==> src/rtl/clk_div_bank.sv <==
// Multi-channel programmable clock-enable divider: per-channel tick strobe and
// near-50% divided square wave, with glitch-free ratio updates and global restart.
module clk_div_bank #(
  parameter int NUM_CH      = 2,
  parameter int CNT_W       = 8,
  parameter int DEFAULT_DIV = 4,
  localparam int CH_W       = (NUM_CH > 1) ? $clog2(NUM_CH) : 1
) (
  input  logic              clk,
  input  logic              rst_n,
  input  logic [NUM_CH-1:0] ch_en,
  input  logic              sync_restart,
  input  logic              cfg_valid,
  input  logic [CH_W-1:0]   cfg_ch,
  input  logic [CNT_W-1:0]  cfg_div,
  output logic              cfg_ready,
  output logic              cfg_err,
  output logic [NUM_CH-1:0] tick,
  output logic [NUM_CH-1:0] div_out
);

  localparam logic [CNT_W-1:0] ONE = {{(CNT_W-1){1'b0}}, 1'b1};
  localparam logic [CNT_W-1:0] DIV_RST = CNT_W'(DEFAULT_DIV);

  logic [NUM_CH-1:0] pend_vec;
  logic              ch_ok;
  logic              req_ok;
  logic              accept;
  logic              cfg_err_reg;

  assign ch_ok     = (int'(cfg_ch) < NUM_CH);
  assign req_ok    = ch_ok && (cfg_div != '0);
  assign cfg_ready = ch_ok ? !pend_vec[cfg_ch] : 1'b1;
  assign accept    = cfg_valid && cfg_ready;
  assign cfg_err   = cfg_err_reg;

  always_ff @(posedge clk or negedge rst_n) begin
    if (!rst_n) begin
      cfg_err_reg <= 1'b0;
    end else begin
      cfg_err_reg <= accept && !req_ok;
    end
  end

  genvar gi;
  generate
    for (gi = 0; gi < NUM_CH; gi++) begin : g_ch
      logic [CNT_W-1:0] cnt_reg, cnt_next;
      logic [CNT_W-1:0] div_reg, div_next;
      logic [CNT_W-1:0] pend_div_reg, pend_div_next;
      logic             pend_reg, pend_next;
      logic             en_q_reg;
      logic             tick_reg, tick_next;
      logic             div_out_reg, div_out_next;
      logic             hit;
      logic             wrap;

      assign hit  = accept && req_ok && (int'(cfg_ch) == gi);
      assign wrap = (cnt_reg == div_reg - ONE);

      always_comb begin
        cnt_next      = cnt_reg;
        div_next      = div_reg;
        pend_next     = pend_reg;
        pend_div_next = pend_div_reg;
        if (ch_en[gi]) begin
          // A pending ratio only takes effect on a period boundary.
          if (sync_restart || wrap) begin
            cnt_next = '0;
            if (pend_reg) begin
              div_next  = pend_div_reg;
              pend_next = 1'b0;
            end
          end else begin
            cnt_next = cnt_reg + ONE;
          end
          if (hit) begin
            pend_next     = 1'b1;
            pend_div_next = cfg_div;
          end
        end else begin
          cnt_next = '0;
          if (pend_reg) begin
            div_next  = pend_div_reg;
            pend_next = 1'b0;
          end
          if (hit) begin
            div_next = cfg_div;
          end
        end
      end

      // Outputs are decoded from next-state so they are registered yet aligned.
      always_comb begin
        tick_next    = ch_en[gi] && (cnt_next == div_next - ONE);
        div_out_next = ch_en[gi] && (cnt_next != '0) && (cnt_next <= (div_next >> 1));
      end

      always_ff @(posedge clk or negedge rst_n) begin
        if (!rst_n) begin
          cnt_reg      <= '0;
          div_reg      <= DIV_RST;
          pend_reg     <= 1'b0;
          pend_div_reg <= '0;
          en_q_reg     <= 1'b0;
          tick_reg     <= 1'b0;
          div_out_reg  <= 1'b0;
        end else begin
          cnt_reg      <= cnt_next;
          div_reg      <= div_next;
          pend_reg     <= pend_next;
          pend_div_reg <= pend_div_next;
          en_q_reg     <= ch_en[gi];
          tick_reg     <= tick_next;
          div_out_reg  <= div_out_next;
        end
      end

      assign pend_vec[gi] = pend_reg;
      assign tick[gi]     = tick_reg && en_q_reg;
      assign div_out[gi]  = div_out_reg && en_q_reg;
    end
  endgenerate

endmodule

==> config.mk <==
export PLATFORM = sky130hd
export DESIGN_NAME = clk_div_bank
export DESIGN_NICKNAME = d
export VERILOG_FILES = /design/src/rtl/clk_div_bank.sv
export SDC_FILE = /design/constraint.sdc
export NUM_CORES = 1
export LEC_CHECK = 0
export ABC_AREA = 1
export ABC_CLOCK_PERIOD_IN_PS = 5200
export CORE_ASPECT_RATIO = 1.25
export CORE_MARGIN = 2
export CORE_UTILIZATION = 67
export DETAILED_ROUTE_END_ITERATION = 10
export HOLD_SLACK_MARGIN = 0.15
export PLACE_DENSITY = 0.87
export SYNTH_ARGS = -nofsm -noshare
export SYNTH_HDL_FRONTEND = slang
export SYNTH_SLANG_ARGS = --single-unit
export TNS_END_PERCENT = 5
==> constraint.sdc <==
create_clock -name clk -period 5.2 [get_ports clk]
set_clock_uncertainty 0.1 [all_clocks]
set_input_delay 1.04 -clock clk [delete_from_list [all_inputs] [get_ports clk]]
set_output_delay 1.04 -clock clk [all_outputs]
set_load 0.005 [all_outputs]
==> reports/results.ini <==
[sta]
fin_ws_ps = 1076
rsz0062_at_grt = false
drv_slew = 0
setup_violations = 0
slew-limit-headroom_pct = 50.62
fin_crit_ps = 4124
max_slew.worst_pin.slew_ps = 740.7
timing.hold.ws_ps = 376.0
timing.fmax_mhz = 242.5
final_hold_viol_count = 0
min_period_over_period_pct = 79.32
tns_ps = 0

[placed_design]
gp_congestion = 0.9873
dp_hpwl_microns = 9906
portBuffers = 20
placed_area_sq_um = 5072
dpl_worst_slack_ps = 809.1

[clocking]
cts.path.max_buffers = 2
clock_latency_ps = 350
post-cts-setup-buffers = 0
cts_root_buffer = clkbuf_8
cts_tree = yes
h-tree-depth = 3
post_cts_resize_count = 0
cts_buffers = 9
cts_sinks = 57
clk_pin_slew_worst_paths_ps = 70
cts_hold_buf = 0

[floorplan]
die-area_sq_um = 7961
ioPinCount = 21
start_util_pct = 69.29
coreArea_sq_um = 7019
row_count = 34
die_w_microns = 80.21
die_y_microns = 99.26

[min_path]
hp-start = g_ch[1].pend_div_reg[5]
whs_path_depth = 2
hold_path_class = reg2reg

[synthesis]
synth_cell_type_count = 44
seq_area_frac_synth_pct = 29.38
synth_top_cells_by_count = nand2_1 (219), inv_1 (96), nand3_1 (85), dfrtp_1 (55), nor2_1 (39)
synth_area_leaders = dfrtp_1 (28%), nand2_1 (17%), nand3_1 (8.7%), inv_1 (7.4%), ha_1 (5.1%)
syn_nets = 767
synth-async-reset-ratio_pct = 100.0
yosys_warnings = 0
synth_edf_count = 0
netlist_instances = 732
synth_top_area_share_pct = 28.30
ys_ff_latch = 57
synth.most_common_cell = nand2_1
synth_top_area_cell = dfrtp_1
ys.flop_type = dfrtp_1
netlist_area_sq_um = 4863
avgSynthCellArea_sq_um = 6.644

[power_and_ir_drop]
power.density_nw_per_um2 = 282.6
p_leak_nw = 2.855
worst_ir_drop_vdd_uv = 331.8

[critical_path]
cp.arrival_ps = 4240
crit_required_ps = 5310
endpoint_kind = flop
crit_slowest_cell = nand3_1
crit_start = cfg_div[6]
path_cells = clkdlybuf4s50_1, nor4_1, nand3_1, nand3_1, nand2_1, o211ai_1, nand2_1, ha_1, inv_1, o21bai_1, a21o_1, a21oi_1, o21ai_0, a21oi_1, o21ai_0, a21oi_1
worst-setup-path-type = in2reg
r2r-start = g_ch[1].div_reg[0]
crit_family = simple AND/OR/NAND/NOR gates
start_kind = primary input
r2r_cells = 22
cp_common_cell = a21oi_1
critPathMaxStageDelay_ps = 550
critPathMaxFanout = 20
cp.depth = 16
cp.buffers_inverters = 2

[cells_and_area]
area_growth_pct = 8.258
post-route-util_pct = 75.01
drive_gt1_share_pct = 13.43
stdcell_area_sq_um = 5265
diodes = 0
final_nets = 782

[global_routing]
grt_usage_pct = 36.52
grt_pass1_vias = 4824
grt-ovfl-total = 0
grt_start_max_net_pins = 58
grt_pass1_wl_microns = 22520
antenna_found_initial = 0

[drt]
route.detailed.drc = 0
avgRoutedWirePerCell_microns = 15.89
routed_wl_microns = 13380
dr.first_iter.drc_count = 433
ant_nets = 0
viasPerCell = 5.745
vias = 4837
first_pass_iters = 6

[job]
cap_violations = 0

[run_status]
outcome = completed

[logic make-up after synthesis]
| group | after synthesis | synth area share [%] |
|---|---|---|
| XOR/XNOR | 16 | 2.881 |
| multiplexers | 3 | 0.6175 |
| AO/OA/AOI/OAI | 76 | 9.468 |
| AND/OR/NAND/NOR | 426 | 41.06 |
| adder cells (fa/ha/maj) | 20 | 5.145 |
| flip-flops | 57 | 29.38 |
| buffers and inverters | 134 | 11.45 |
[placed cells by master, fill, tap and decap left out, types with 13 or more instances in the layout]
| master | netlist | routed |
|---|---|---|
| o21ai_0 | 37 | 37 |
| clkbuf_8 | 0 | 13 |
| o211ai_1 | 22 | 22 |
| nor2_2 | 14 | 14 |
| dfrtp_1 | 55 | 55 |
| inv_1 | 96 | 96 |
| nand2_1 | 219 | 219 |
| nor2_1 | 39 | 39 |
| clkdlybuf4s50_1 | 0 | 19 |
| ha_1 | 20 | 20 |
| inv_2 | 16 | 16 |
| nand3_1 | 85 | 85 |
| nand2_2 | 17 | 17 |
[cell type report]
class                      count  area, sq um
clock inverter                 2        10.01
multi-input combinational    541         2878
tap                           90        112.6
clock buffer                  14        182.7
timing repair buffer          24        225.2
inverter                     114        427.9
fill                         566         1754
sequential                    57         1429
[per-layer routing]
metal  vias up  share of wire [%]  wire [microns]  GRT usage, %
met5         -                  0               0             0
met4         0                5.5             731         20.21
met3        67                5.7             766         6.534
met2       178                 52            6969         65.32
met1      2227                 37            4916         40.12
li1       2365                  -               -             -
[through the flow]
stage	cells	power (mW)
finish	842	1.488
global route	842	1.587
CTS	842	1.478
detailed placement	826	1.073
global placement	826	1.050
floorplan	732	0.9363
[worst register-to-register path, delay by kind of cell (launching register included)]
| family | cells | cell delay, ps |
|---|---|---|
| adder cells (fa/ha/maj) | 2 | 610 |
| AND/OR/NAND/NOR | 11 | 1400 |
| AO/OA/AOI/OAI | 5 | 730 |
| buffers and inverters | 4 | 410 |
| flip-flops | 1 | 420 |
[final timing paths]
| check | slack [ps] | end |
|---|---|---|
| min in group asynchronous | 720 | g_ch[1].pend_div_reg[5] |
| max reg2reg | 1440 | g_ch[1].div_out_reg |
| min | 380 | g_ch[1].pend_div_reg[5] |
| min reg2reg | 380 | g_ch[1].pend_div_reg[5] |
| max in group asynchronous | 3770 | g_ch[0].cnt_reg[5] |
| max | 1080 | g_ch[0].div_out_reg |
[where the power goes]
group          switching, mW  total [mW]  internal [mW]
registers             0.0610       0.558          0.497
logic                  0.344       0.523          0.179
clock network          0.182       0.406          0.224
total                  0.587        1.49          0.900
Note: power is estimated with default switching activity, not from simulation.
==> RTL change 1: new RTL, same flow settings <==
Add an input register stage for `cfg_div`; this delays it by one clock. The other inputs are not delayed to match.
--- a/src/rtl/clk_div_bank.sv
+++ b/src/rtl/clk_div_bank.sv
@@ -22,6 +22,12 @@
   localparam logic [CNT_W-1:0] ONE = {{(CNT_W-1){1'b0}}, 1'b1};
   localparam logic [CNT_W-1:0] DIV_RST = CNT_W'(DEFAULT_DIV);
 
+  logic [CNT_W-1:0] cfg_div_q;
+
+  always_ff @(posedge clk) begin
+    cfg_div_q <= cfg_div;
+  end
+
   logic [NUM_CH-1:0] pend_vec;
   logic              ch_ok;
   logic              req_ok;
@@ -29,7 +35,7 @@
   logic              cfg_err_reg;
 
   assign ch_ok     = (int'(cfg_ch) < NUM_CH);
-  assign req_ok    = ch_ok && (cfg_div != '0);
+  assign req_ok    = ch_ok && (cfg_div_q != '0);
   assign cfg_ready = ch_ok ? !pend_vec[cfg_ch] : 1'b1;
   assign accept    = cfg_valid && cfg_ready;
   assign cfg_err   = cfg_err_reg;
@@ -76,7 +82,7 @@
           end
           if (hit) begin
             pend_next     = 1'b1;
-            pend_div_next = cfg_div;
+            pend_div_next = cfg_div_q;
           end
         end else begin
           cnt_next = '0;
@@ -85,7 +91,7 @@
             pend_next = 1'b0;
           end
           if (hit) begin
-            div_next = cfg_div;
+            div_next = cfg_div_q;
           end
         end
       end
Function: changed (Yosys sat finds a counterexample within 4 cycles, from zero or initial values and one cycle with rst_n low).
==> RTL change 1 against the unedited design <==
Routed wire length decreased by 3.4%. Design area up 1.4%. Worst setup slack gained 48 ps. First-iteration DRC count down 19%. Global-route usage down 1.5 points. Sequential cell count up 8. Synthesized area is 0.57% lower. Total power rose by 12%. Critical endpoint is now g_ch[1].div_out_reg. Critical path type unchanged.
==> RTL change 1: results (changes against the unedited design) <==
Global route
  • GR Layer Usage met1: 37.6% (was 40.1%)
  • GR Util All Layers: 35.0% (was 36.5%)
  • First-pass GRT wire length: 21,400 µm (was 22,500 µm)
  • Vias in the first global route: 4,635 (was 4,824)
  • Met3 Track Usage GR: 4.40% (was 6.53%)
  • Global-route met2 utilization: 64.0% (was 65.3%)

Routing
  • Met2 Routed Length: 6900 µm (was 6970 µm)
  • Post-DR vias/cell: 5.68 (was 5.74)
  • DRT iter0 DRCs: 350 (was 433)
  • Routed length on met3: 582 µm (was 766 µm)
  • Drt total wl: 12,900 µm (was 13,400 µm)

Critical path
  • FF-to-FF path depth: 16 (was 22)
  • CP Launch Point: cfg_ch (was cfg_div[6])
  • Setup crit end: g_ch[1].div_out_reg (was g_ch[0].div_out_reg)
  • Setup slack, reg-to-reg: 1590 ps (was 1440 ps)
  • Crit-path slowest cell: clkdlybuf4s50_1 (was nand3_1)

Yosys
  • Area contributors post-synth: dfrtp_1 (28%), nand2_1 (18%), nand3_1 (7.8%) (was dfrtp_1 (28%), nand2_1 (17%), nand3_1 (8.7%))
  • Post-synth top cells: nand2_1 (226), inv_1 (98), nand3_1 (75) (was nand2_1 (219), inv_1 (96), nand3_1 (85))
  • Area share of fa/ha/maj cells after synthesis: 5.17% (was 5.15%)
  • Register area share after synthesis: 32.9% (was 29.4%)
  • Xor/xnor share of the synthesized area: 3.44% (was 2.88%)

STA
  • Worst slew pin tran: 745 ps (was 741 ps)
  • Share of the clock period used by the worst path: 78.4% (was 79.3%)
  • Final hold slack: 387 ps (was 376 ps)

Pwr
  • Lkg Pwr: 2.81 nW (was 2.85 nW)
  • Comb pwr: 0.493 mW (was 0.523 mW)
  • Worst vdd ir: 0.193 mV (was 0.332 mV)
  • Power Internal: 1.07 mW (was 0.900 mW)

Placement
  • Post-place setup slack: 885 ps (was 809 ps)

Run status
  • Status: finished clean (unchanged)
[RTL change 1: cell types whose count changed in the layout (fill, tap and decap cells not counted), sizes merged, moves of 3 or more]
cell,unedited run,this run
nand3,95,78
dfxtp,0,8
inv,112,107
clkbuf,14,10
nand4,7,3
bufinv,0,3
[RTL change 1: cell type report]
cell class	count	area, µm²
clock buffers	10	138
clock inverters	6	115
fillers	536	1640
inverters	107	402
multi-input cells	524	2760
flip-flops and latches	65	1590
well taps	90	113
repair buffers	23	218
[RTL change 1: worst min-delay path, cell delays in order (launching register included)]
cell	delay, ps
dfrtp_1	350
nand2_1	50
o21ai_0	60
[RTL change 1: per-stage QoR]
stage	total power [mW]	utilization, %	instance area, µm²	cells
final	1.66	76.5	5340	825
after global routing	1.76	76.5	5340	825
after CTS	1.65	76.5	5340	825
after detailed placement	1.11	72.9	5080	809
after global placement	1.09	72.9	5080	809
after floorplan	0.978	-	4840	712
==> RTL change 2: new RTL, same flow settings <==
Made on the original files. The parameter `NUM_CH` goes from 2 to 4.
--- a/src/rtl/clk_div_bank.sv
+++ b/src/rtl/clk_div_bank.sv
@@ -1,7 +1,7 @@
 // Multi-channel programmable clock-enable divider: per-channel tick strobe and
 // near-50% divided square wave, with glitch-free ratio updates and global restart.
 module clk_div_bank #(
-  parameter int NUM_CH      = 2,
+  parameter int NUM_CH      = 4,
   parameter int CNT_W       = 8,
   parameter int DEFAULT_DIV = 4,
   localparam int CH_W       = (NUM_CH > 1) ? $clog2(NUM_CH) : 1
Ports: changed (resized cfg_ch, ch_en, div_out and tick); port bits go from 21 to 28. The function was not compared with the original's and may differ.
==> RTL change 2 against the unedited design <==
Total power up 120%. Sequential cell count up 56. First-iteration DRC count up 49%. Clock power rose to 2.9 times the old value. Utilization grew 1.1 points. Design area grew 92%. Synthesized area up 88%. Hold slack better by 2.6 ps. Via count up 91%. Routed wire length rose by 82%. Worst setup slack improved by 89 ps. Critical endpoint is now g_ch[3].div_out_reg. Largest cell class unchanged. Highest routed layer unchanged.
==> RTL change 2: results (changes against the unedited design) <==
Clock network
  • Clock slew at reported path FFs: 50 ps (was 70 ps)
  • Post_cts resized: 0 (unchanged)
  • Setup repair bufs after CTS: 0 (unchanged)
  • H-Tree Depth: 4 (was 3)
  • CTS Root Cell: clkbuf_16 (was clkbuf_8)
  • Latest clock arrival within the worst-skew pair: 420 ps (was 350 ps)
  • CTS Buf Count: 17 (was 9)

Run status
  • Status: finished clean (unchanged)

Cells and area
  • N_diodes: 0 (unchanged)
  • Fin nets: 1,462 (was 782)
  • Layout cell share with drive strength beyond 1: 9.03% (was 13.4%)

Critical path
  • Top delay family on crit path: simple AND/OR/NAND/NOR gates (unchanged)
  • Crit-path slowest cell: clkdlybuf4s50_1 (was nand3_1)
  • Largest stage delay, worst path: 550 ps (about the same)
  • CP arrival: 4210 ps (was 4240 ps)

Routing
  • DRT iter0 DRCs: 646 (was 433)
  • DR vias: 9,233 (was 4,837)
  • Drt first pass iters: 7 (was 6)
  • Drt total wl: 24,400 µm (was 13,400 µm)

Pwr
  • Worst vdd ir: 0.173 mV (was 0.332 mV)
  • Switching share of total power: 36.0% (was 39.5%)
  • Lkg Pwr: 5.43 nW (was 2.85 nW)

Global route
  • Initial antenna violation count: 0 (unchanged)
  • Vias in the first global route: 8,742 (was 4,824)
  • Largest net degree at the start of global routing: 78 (was 58)
  • GR Util All Layers: 34.8% (was 36.5%)
  • First-pass GRT wire length: 40,500 µm (was 22,500 µm)

Yosys
  • Post-Syn Nets: 1,439 (was 767)
  • Number of distinct library cells after synthesis: 47 (was 44)
  • Post-synth top cells: nand2_1 (425), nand3_1 (181), inv_1 (172) (was nand2_1 (219), inv_1 (96), nand3_1 (85))
  • Area contributors post-synth: dfrtp_1 (30%), nand2_1 (17%), nand3_1 (9.9%) (was dfrtp_1 (28%), nand2_1 (17%), nand3_1 (8.7%))
  • Post-synth ARST share: 100% (unchanged)
  • Most used DFF post-synth: dfrtp_1 (unchanged)
  • Register area share after synthesis: 30.9% (was 29.4%)

Placement
  • Post-place setup slack: 807 ps (was 809 ps)
  • HPWL after detailed placement: 17,900 µm (was 9910 µm)
  • GP Congestion: 0.976 (was 0.987)
  • # port buffers: 27 (was 20)

STA
  • Worst slew pin tran: 993 ps (was 741 ps)
-- RTL change 2: cell count changes in the layout (fill, tap and decap cells not counted), moves of 16 or more --
| cell | unedited run | this run |
|---|---|---|
| clkbuf_16 | 0 | 17 |
| inv_1 | 96 | 172 |
| nand2_1 | 219 | 425 |
| nand3_1 | 85 | 181 |
| dfrtp_1 | 55 | 109 |
| nand4_1 | 7 | 26 |
| ha_1 | 20 | 40 |
| nor2_1 | 39 | 99 |
| o211ai_1 | 22 | 6 |
| xor2_1 | 11 | 34 |
| o21ai_0 | 37 | 78 |
-- RTL change 2: final cells by class --
type | instances | area, µm²
repair buffers | 36 | 335
flip-flops and latches | 113 | 2830
multi-input cells | 1046 | 5440
clock inverters | 11 | 140
inverters | 190 | 713
well taps | 171 | 214
fillers | 1071 | 3180
clock buffers | 21 | 440
-- RTL change 2: power groups by stage --
stage | registers [mW] | logic, mW | clock network [mW]
floorplan | 1.09 | 0.773 | 0
detailed placement | 1.13 | 0.976 | 0
global route | 1.13 | 1.15 | 1.21
finish | 1.12 | 1.01 | 1.17
CTS | 1.12 | 0.993 | 1.16
global placement | 1.13 | 0.943 | 0
-- RTL change 2: cell families after synthesis --
logic type      count (synthesis)  share of synthesized area [%]
fa+ha+maj                      40                           5.47
flops                         113                           30.9
mux                             3                          0.328
xor+xnor                       53                           5.22
buf+inv                       222                           9.67
compound gates                134                           8.77
simple gates                  816                           39.6
-- RTL change 2: path summary, 6_finish.rpt --
check                                        startpoint                      end  slack [ps]  cells past startpoint
worst max-delay path                          cfg_ch[1]      g_ch[3].div_out_reg        1160                     21
worst min-delay path            g_ch[2].pend_div_reg[2]  g_ch[2].pend_div_reg[2]         380                      2
worst max register to register       g_ch[2].div_reg[0]      g_ch[2].div_out_reg        1340                     19
worst min register to register  g_ch[2].pend_div_reg[2]  g_ch[2].pend_div_reg[2]         380                      2
max in group asynchronous                         rst_n       g_ch[2].div_reg[2]        3280                      2
min in group asynchronous                         rst_n       g_ch[0].cnt_reg[2]         660                      1
-- RTL change 2: metal layers --
layer	up-vias	GRT usage, %	part of all wire [%]
li1	4485	-	-
met1	4151	41.7	39
met2	460	57.3	47
met3	137	5.50	6.5
met4	0	23.5	6.9
met5	-	0	0
-- RTL change 2: per-stage QoR --
step	total power [mW]	instance area (µm²)	instances
global placement	2.07	9530	1556
floorplan	1.86	9160	1381
detailed placement	2.10	9530	1556
global route	3.49	10100	1588
finish	3.30	10100	1588
CTS	3.27	10100	1588
